[src/rtl/magia_print_responder.sv]
`timescale 1ns/1ps
// magia_print_responder
// AXI4 slave for the per-tile print window at BASE_ADDR.
//   +0x4 : stdio byte write, queued with its AXI ID on the char stream;
//          read returns the FIFO free count.
//   +0x0 : stderr byte write, latches err_code_o/err_valid_o;
//          read returns {0, err_code_o}. Only when MAGIA_PRINT_RSP_STDERR_EN
//          is defined; otherwise SLVERR and err outputs tied to 0.
// Ports:
//   clk_i, rst_i (sync, active-high)
//   aw_*/w_*/b_* : single-beat AXI write, one transaction in flight
//   ar_*/r_*     : single-beat AXI read, registered R beat
//   char_*       : character stream (valid/ready), eol flags 0x0A
//   err_code_o, err_valid_o : last stderr byte, sticky flag
module magia_print_responder #(
   parameter int unsigned       ID_W       = 4,
   parameter int unsigned       ADDR_W     = 32,
   parameter int unsigned       DATA_W     = 32,
   parameter logic [ADDR_W-1:0] BASE_ADDR  = 32'hFFFF_0000,
   parameter int unsigned       FIFO_DEPTH = 16
) (
   input  logic                clk_i,
   input  logic                rst_i,
   input  logic                aw_valid_i,
   output logic                aw_ready_o,
   input  logic [ADDR_W-1:0]   aw_addr_i,
   input  logic [ID_W-1:0]     aw_id_i,
   input  logic [7:0]          aw_len_i,
   input  logic                w_valid_i,
   output logic                w_ready_o,
   input  logic [DATA_W-1:0]   w_data_i,
   input  logic [DATA_W/8-1:0] w_strb_i,
   input  logic                w_last_i,
   output logic                b_valid_o,
   input  logic                b_ready_i,
   output logic [ID_W-1:0]     b_id_o,
   output logic [1:0]          b_resp_o,
   input  logic                ar_valid_i,
   output logic                ar_ready_o,
   input  logic [ADDR_W-1:0]   ar_addr_i,
   input  logic [ID_W-1:0]     ar_id_i,
   output logic                r_valid_o,
   input  logic                r_ready_i,
   output logic [ID_W-1:0]     r_id_o,
   output logic [DATA_W-1:0]   r_data_o,
   output logic [1:0]          r_resp_o,
   output logic                r_last_o,
   output logic                char_valid_o,
   input  logic                char_ready_i,
   output logic [7:0]          char_data_o,
   output logic [ID_W-1:0]     char_id_o,
   output logic                char_eol_o,
   output logic [7:0]          err_code_o,
   output logic                err_valid_o
);

   localparam int unsigned       PtrW     = $clog2(FIFO_DEPTH);
   localparam int unsigned       CntW     = $clog2(FIFO_DEPTH) + 1;
   localparam logic [CntW-1:0]   DepthCnt = CntW'(FIFO_DEPTH);
   localparam logic [ADDR_W-1:0] AddrErr  = BASE_ADDR;
   localparam logic [ADDR_W-1:0] AddrChr  = BASE_ADDR + ADDR_W'(4);
   localparam logic [1:0]        RespOkay = 2'b00;
   localparam logic [1:0]        RespSlv  = 2'b10;

   typedef enum logic [1:0] {StIdle, StWrite, StResp} wr_state_e;

   wr_state_e         state_q, state_d;
   logic              aw_got_q, aw_got_d, w_got_q, w_got_d;
   logic [ADDR_W-1:0] aw_addr_q;
   logic [ID_W-1:0]   aw_id_q;
   logic              len_bad_q;
   logic [7:0]        w_byte_q;
   logic              w_ok_q;
   logic [1:0]        b_resp_q, b_resp_d;
   logic              push, pop;

   logic [7:0]      mem_data [FIFO_DEPTH];
   logic [ID_W-1:0] mem_id   [FIFO_DEPTH];
   logic [PtrW-1:0] wr_ptr_q, rd_ptr_q;
   logic [CntW-1:0] count_q;

   logic              r_valid_q;
   logic [ID_W-1:0]   r_id_q;
   logic [DATA_W-1:0] r_data_q, rd_data;
   logic [1:0]        r_resp_q, rd_resp;

   // Bits the window never looks at.
   logic unused_bits;
   assign unused_bits = ^{w_data_i[DATA_W-1:8], w_strb_i[DATA_W/8-1:1]};

   // Readies are gated by reset so they stay low while rst_i is held.
   assign aw_ready_o = !rst_i && (state_q == StIdle) && !aw_got_q;
   assign w_ready_o  = !rst_i && (state_q == StIdle) && !w_got_q;
   assign b_valid_o  = (state_q == StResp);
   assign b_id_o     = aw_id_q;
   assign b_resp_o   = b_resp_q;

`ifdef MAGIA_PRINT_RSP_STDERR_EN
   logic [7:0] err_code_q;
   logic       err_valid_q;
   logic       err_we;
   assign err_code_o  = err_code_q;
   assign err_valid_o = err_valid_q;
`else
   assign err_code_o  = 8'h00;
   assign err_valid_o = 1'b0;
`endif

   always_comb begin
      state_d  = state_q;
      aw_got_d = aw_got_q;
      w_got_d  = w_got_q;
      b_resp_d = b_resp_q;
      push     = 1'b0;
`ifdef MAGIA_PRINT_RSP_STDERR_EN
      err_we   = 1'b0;
`endif
      unique case (state_q)
         StIdle: begin
            if (aw_valid_i && aw_ready_o) aw_got_d = 1'b1;
            if (w_valid_i && w_ready_o)   w_got_d  = 1'b1;
            if (aw_got_d && w_got_d)      state_d  = StWrite;
         end
         StWrite: begin
            if (len_bad_q || !w_ok_q) begin
               b_resp_d = RespSlv;
               state_d  = StResp;
            end else if (aw_addr_q == AddrChr) begin
               // Full: hold here and retry; a same-cycle pop does not help.
               if (count_q < DepthCnt) begin
                  push     = 1'b1;
                  b_resp_d = RespOkay;
                  state_d  = StResp;
               end
`ifdef MAGIA_PRINT_RSP_STDERR_EN
            end else if (aw_addr_q == AddrErr) begin
               err_we   = 1'b1;
               b_resp_d = RespOkay;
               state_d  = StResp;
`endif
            end else begin
               b_resp_d = RespSlv;
               state_d  = StResp;
            end
         end
         StResp: begin
            if (b_ready_i) begin
               state_d  = StIdle;
               aw_got_d = 1'b0;
               w_got_d  = 1'b0;
            end
         end
         default: state_d = StIdle;
      endcase
   end

   assign pop = (count_q != '0) && char_ready_i;

   always_ff @(posedge clk_i) begin
      if (rst_i) begin
         state_q   <= StIdle;
         aw_got_q  <= 1'b0;
         w_got_q   <= 1'b0;
         aw_addr_q <= '0;
         aw_id_q   <= '0;
         len_bad_q <= 1'b0;
         w_byte_q  <= 8'h00;
         w_ok_q    <= 1'b0;
         b_resp_q  <= 2'b00;
         wr_ptr_q  <= '0;
         rd_ptr_q  <= '0;
         count_q   <= '0;
      end else begin
         state_q  <= state_d;
         aw_got_q <= aw_got_d;
         w_got_q  <= w_got_d;
         b_resp_q <= b_resp_d;
         if (aw_valid_i && aw_ready_o) begin
            aw_addr_q <= aw_addr_i;
            aw_id_q   <= aw_id_i;
            len_bad_q <= (aw_len_i != 8'd0);
         end
         if (w_valid_i && w_ready_o) begin
            w_byte_q <= w_data_i[7:0];
            w_ok_q   <= w_last_i && w_strb_i[0];
         end
         if (push) wr_ptr_q <= wr_ptr_q + PtrW'(1);
         if (pop)  rd_ptr_q <= rd_ptr_q + PtrW'(1);
         count_q <= count_q + CntW'(push) - CntW'(pop);
      end
   end

   always_ff @(posedge clk_i) begin
      if (push) begin
         mem_data[wr_ptr_q] <= w_byte_q;
         mem_id[wr_ptr_q]   <= aw_id_q;
      end
   end

   assign char_valid_o = (count_q != '0);
   assign char_data_o  = char_valid_o ? mem_data[rd_ptr_q] : 8'h00;
   assign char_id_o    = char_valid_o ? mem_id[rd_ptr_q] : '0;
   assign char_eol_o   = char_valid_o && (char_data_o == 8'h0A);

`ifdef MAGIA_PRINT_RSP_STDERR_EN
   always_ff @(posedge clk_i) begin
      if (rst_i) begin
         err_code_q  <= 8'h00;
         err_valid_q <= 1'b0;
      end else if (err_we) begin
         err_code_q  <= w_byte_q;
         err_valid_q <= 1'b1;
      end
   end
`endif

   // Read decode from the live AR address; the beat is registered below.
   always_comb begin
      rd_data = '0;
      rd_resp = RespSlv;
      if (ar_addr_i == AddrChr) begin
         rd_data = DATA_W'(DepthCnt - count_q);
         rd_resp = RespOkay;
`ifdef MAGIA_PRINT_RSP_STDERR_EN
      end else if (ar_addr_i == AddrErr) begin
         rd_data = DATA_W'(err_code_q);
         rd_resp = RespOkay;
`endif
      end
   end

   assign ar_ready_o = !rst_i && !r_valid_q;
   assign r_valid_o  = r_valid_q;
   assign r_id_o     = r_id_q;
   assign r_data_o   = r_data_q;
   assign r_resp_o   = r_resp_q;
   assign r_last_o   = r_valid_q;

   always_ff @(posedge clk_i) begin
      if (rst_i) begin
         r_valid_q <= 1'b0;
         r_id_q    <= '0;
         r_data_q  <= '0;
         r_resp_q  <= 2'b00;
      end else if (ar_valid_i && ar_ready_o) begin
         r_valid_q <= 1'b1;
         r_id_q    <= ar_id_i;
         r_data_q  <= rd_data;
         r_resp_q  <= rd_resp;
      end else if (r_ready_i) begin
         r_valid_q <= 1'b0;
      end
   end

endmodule

[config.mk]
export PLATFORM = sky130hd
export DESIGN_NAME = magia_print_responder
export DESIGN_NICKNAME = d
export VERILOG_FILES = /design/src/rtl/magia_print_responder.sv
export SDC_FILE = /design/constraint.sdc
export NUM_CORES = 1
export LEC_CHECK = 0
export CAP_MARGIN = 20
export CORE_ASPECT_RATIO = 2
export CORE_MARGIN = 3
export CORE_UTILIZATION = 57
export DETAILED_ROUTE_END_ITERATION = 16
export PLACE_DENSITY = 0.89
export SLEW_MARGIN = 20
export SYNTH_ARGS = -nofsm -noshare
export SYNTH_HDL_FRONTEND = slang
export SYNTH_SLANG_ARGS = --single-unit
[constraint.sdc]
create_clock -name clk_i -period 7.8 [get_ports clk_i]
set_input_delay 0.78 -clock clk_i [delete_from_list [all_inputs] [get_ports clk_i]]
set_output_delay 0.78 -clock clk_i [all_outputs]
set_load 0.01 [all_outputs]
==> flow_summary_export.csv <==
group,metric,value,unit
cts,numCtsBuffers,22,
cts,clk_path_buf_depth,3,
drt,drt_pass1_iterations,5,
drt,detailedRoute.firstIterationViolations,386,
cts,cts-hold-fix-buffers,0,
cts,cts.sinks,272,
cts,worst_setup_hold_path_clk_slew,0.07,ns
min_path,timing.hold.worst_path_depth,2,
synth,syn_avg_cell_area,14.40,sq um
sta,finClkSkew,0.01954,ns
synth,cell_count_after_synthesis,773,
status,result_of_the_run,"finished, final reports clean",
critical_path,arrival,3.67,ns
placed_design,port-buffer-count,159,
critical_path,reg2reg_slack,4.16,ns
critical_path,timing.critical_path.from_type,"register",
min_path,hold_path.startpoint,"aw_addr_q[17]",
critical_path,timing_worst_setup_path_type,"reg2out",
die,die_y,203.7,microns
cells_and_area,antenna-diode-count,0,
critical_path,cp_max_fo,38,
sta,worst_slack,3.352,ns
job,cap_violations,0,
global_route,grt_max_degree,81,
global_route,grt_use_total,23.04,%
min_path,hold_path_class,"reg2reg",
sta,relSlewSlack,32.90,%
critical_path,worst_setup_path_end_kind,"primary output",
die,floorplan.initialDensity,58.57,%
global_route,vias_in_the_first_global_route,6967,
synth,synth-main-ff-cell,"sky130_fd_sc_hd__edfxtp_1",
sta,worst_slew_pin_slew,1.005,ns
cts,cts_setup_buffers,0,
sta,timing_hold_violations_final,0,
drt,wl_per_cell,20.84,microns
drt,detail_route.vias_per_cell,5.765,
sta,finalCriticalPeriod,4.448,ns
cts,cts-htree-levels,1,
synth,synth.lib_cells_used.distinct,56,
critical_path,rr_endpoint,"mem_data[6][3]",
synth,synth_edf_count,192,
power,leakage_power,4.676,nW
critical_path,reg2regPathDepth,11,
synth,ys_ff_latch,272,
drt,dr_total_vias,6791,
synth,syn-cell-area,11130,sq um
cells_and_area,final_core_util,71.06,%
cells_and_area,mostFrequentLayoutCell,"sky130_fd_sc_hd__edfxtp_1",
power,power_density,259.5,nW/um^2
cts,insertion_delay,0.51,ns
cts,post_cts_resized,0,
drt,post-route-drc-count,0,
die,floorplan.core_area,19010,sq um
cells_and_area,area_growth_synth_to_finish,21.33,%
die,floorplan.die.width,104.8,microns
placed_design,placed_cells_incl_taps,1138,
placed_design,place_congestion,0.7583,
cells_and_area,layout-drive-gt1-share,13.11,%
sta,setup_total_negative_slack,0,ns
cts,tritoncts,"done",
global_route,grt-ovfl-total,0,
sta,achievable-frequency,224.8,MHz
placed_design,post_detailed_placement_half_perimeter_wirelength,15870,microns
min_path,hold-path-endpoint,"aw_addr_q[17]",
cells_and_area,finish.net_count,1049,
sta,grt_setup_unrepaired,"false",
die,design.portCount,198,
die,die_area,21350,sq um
sta,share_of_the_cycle_needed_by_the_critical_path_after_routing,57.03,%
critical_path,r2r_start,"count_q[0]",
sta,hold_slack,0.4551,ns
sta,report.final.slew_viol_count,0,
cts,cts_root_buffer,"sky130_fd_sc_hd__clkbuf_16",
critical_path,worst-endpoint-required,7.02,ns
global_route,grt_pass1_wl,37790,microns
synth,yosys_warnings,0,
cells_and_area,filler_cell_count,1197,
global_route,initial_antenna_violation_count,0,
drt,wl,24550,microns
die,rows,71,
cells_and_area,layout.cells.most_common_list,"192 x sky130_fd_sc_hd__edfxtp_1, 158 x sky130_fd_sc_hd__clkdlybuf4s50_1, 92 x sky130_fd_sc_hd__nand2_1, 79 x sky130_fd_sc_hd__dfxtp_1, 52 x sky130_fd_sc_hd__a21oi_1",
synth,yosysSeqAreaShare,66.16,%
synth,async_reset_ff_share,0,%
drt,ant_nets,0,
sta,timing.final.setup_violations,0,
placed_design,dpl_worst_slack,3.814,ns
cells_and_area,layoutNonFillerInstCount,1178,
power,irDropWorstVdd,0.1644,mV
final cells by class:
class / count / area [sq um] / share of cell area, %
clock inverters: 12 / 136.4 / 1.010
inverters: 17 / 63.81 / 0.4724
well taps: 255 / 319.1 / 2.362
flip-flops and latches: 272 / 7368 / 54.54
multi-input cells: 418 / 3294 / 24.39
repair buffers: 176 / 1714 / 12.69
clock buffers: 28 / 613.1 / 4.538
state kept, by name (all words and copies together) (netlist names), named ones only:
name	count
mem_id	64
w_ok_q	1
state_q	2
rd_ptr_q	4
w_got_q	1
w_byte_q	8
aw_got_q	1
len_bad_q	1
r_data_o	6
mem_data	128
r_last_o	1
b_resp_o	1
aw_addr_q	32
b_id_o	4
r_id_o	4
wr_ptr_q	4
count_q	5
r_resp_o	1
kinds of logic after synthesis:
kind of cell | after synthesis | share of synthesized area, %
DFF | 272 | 66.16
and+or+nand+nor | 224 | 9.776
buffers and inverters | 93 | 4.877
AOI/OAI and AO/OA | 85 | 4.675
muxes | 72 | 11.79
adders and majority gates | 17 | 1.978
xor gates and xnor gates | 9 | 0.7080
other | 1 | 0.03368
metal layers:
metal / track usage, % / share of wire [%] / up-vias
met1: 26.31 / 35 / 3316
met3: 3.326 / 6.2 / 73
met5: 0 / 0 / -
li1: - / - / 3091
met2: 42.46 / 55 / 311
met4: 10.23 / 4.2 / 0
worst max-delay path, stage by stage (launching register included):
cell and delay, ns:
sky130_fd_sc_hd__dfxtp_2 0.53, sky130_fd_sc_hd__buf_4 0.66, sky130_fd_sc_hd__mux4_2 0.59, sky130_fd_sc_hd__mux2i_1 0.22, sky130_fd_sc_hd__mux2_2 0.24, sky130_fd_sc_hd__o2111ai_1 0.11
sky130_fd_sc_hd__and4bb_1 0.26, sky130_fd_sc_hd__clkdlybuf4s50_1 0.53
worst max path at each step:
stage	end	from	slack, ns
3_5_place_dp	char_eol_o	register	3.81
2_1_floorplan	mem_data[0][0]	count_q[2]	4.43
5_1_grt	char_eol_o	register	3.14
3_3_place_gp	char_eol_o	register	3.90
4_1_cts	char_eol_o	register	3.25
6_report	char_eol_o	register	3.35
cell usage after synthesis, drive strengths merged, types with 3 or more instances:
cell type,instances,area [sq um]
a21oi,52,260.3
a221oi,4,35.03
a22oi,7,52.55
and2,8,50.05
buf,56,404.1
clkbuf,20,75.07
dfxtp,80,1602
edfxtp,192,5766
ha,16,200.2
inv,17,63.81
mux2,3,33.78
mux2i,22,220.2
mux4,47,1059
nand2,94,355.3
nand2b,6,37.54
nand3,5,25.02
nand3b,6,45.04
nand4,6,37.54
nor2,55,206.5
nor2b,12,75.07
nor3,5,25.02
nor4,10,77.57
nor4b,4,35.03
o21ai,4,20.02
or3,3,23.77
xnor2,6,52.55
xor2,3,26.28
where the power goes:
part	switching [mW]	internal (mW)
logic	0.355	0.394
clock network	0.498	0.631
registers	0.0489	1.58
metrics by stage:
stage                     instance area [sq um]  total power, mW
after CTS                                 13510            3.532
after global routing                      13510            3.646
after detailed placement                  12760            2.413
final                                     13510            3.506
after global placement                    12760            2.392
after floorplan                           11170            2.161
(Power assumes the default switching activity.)
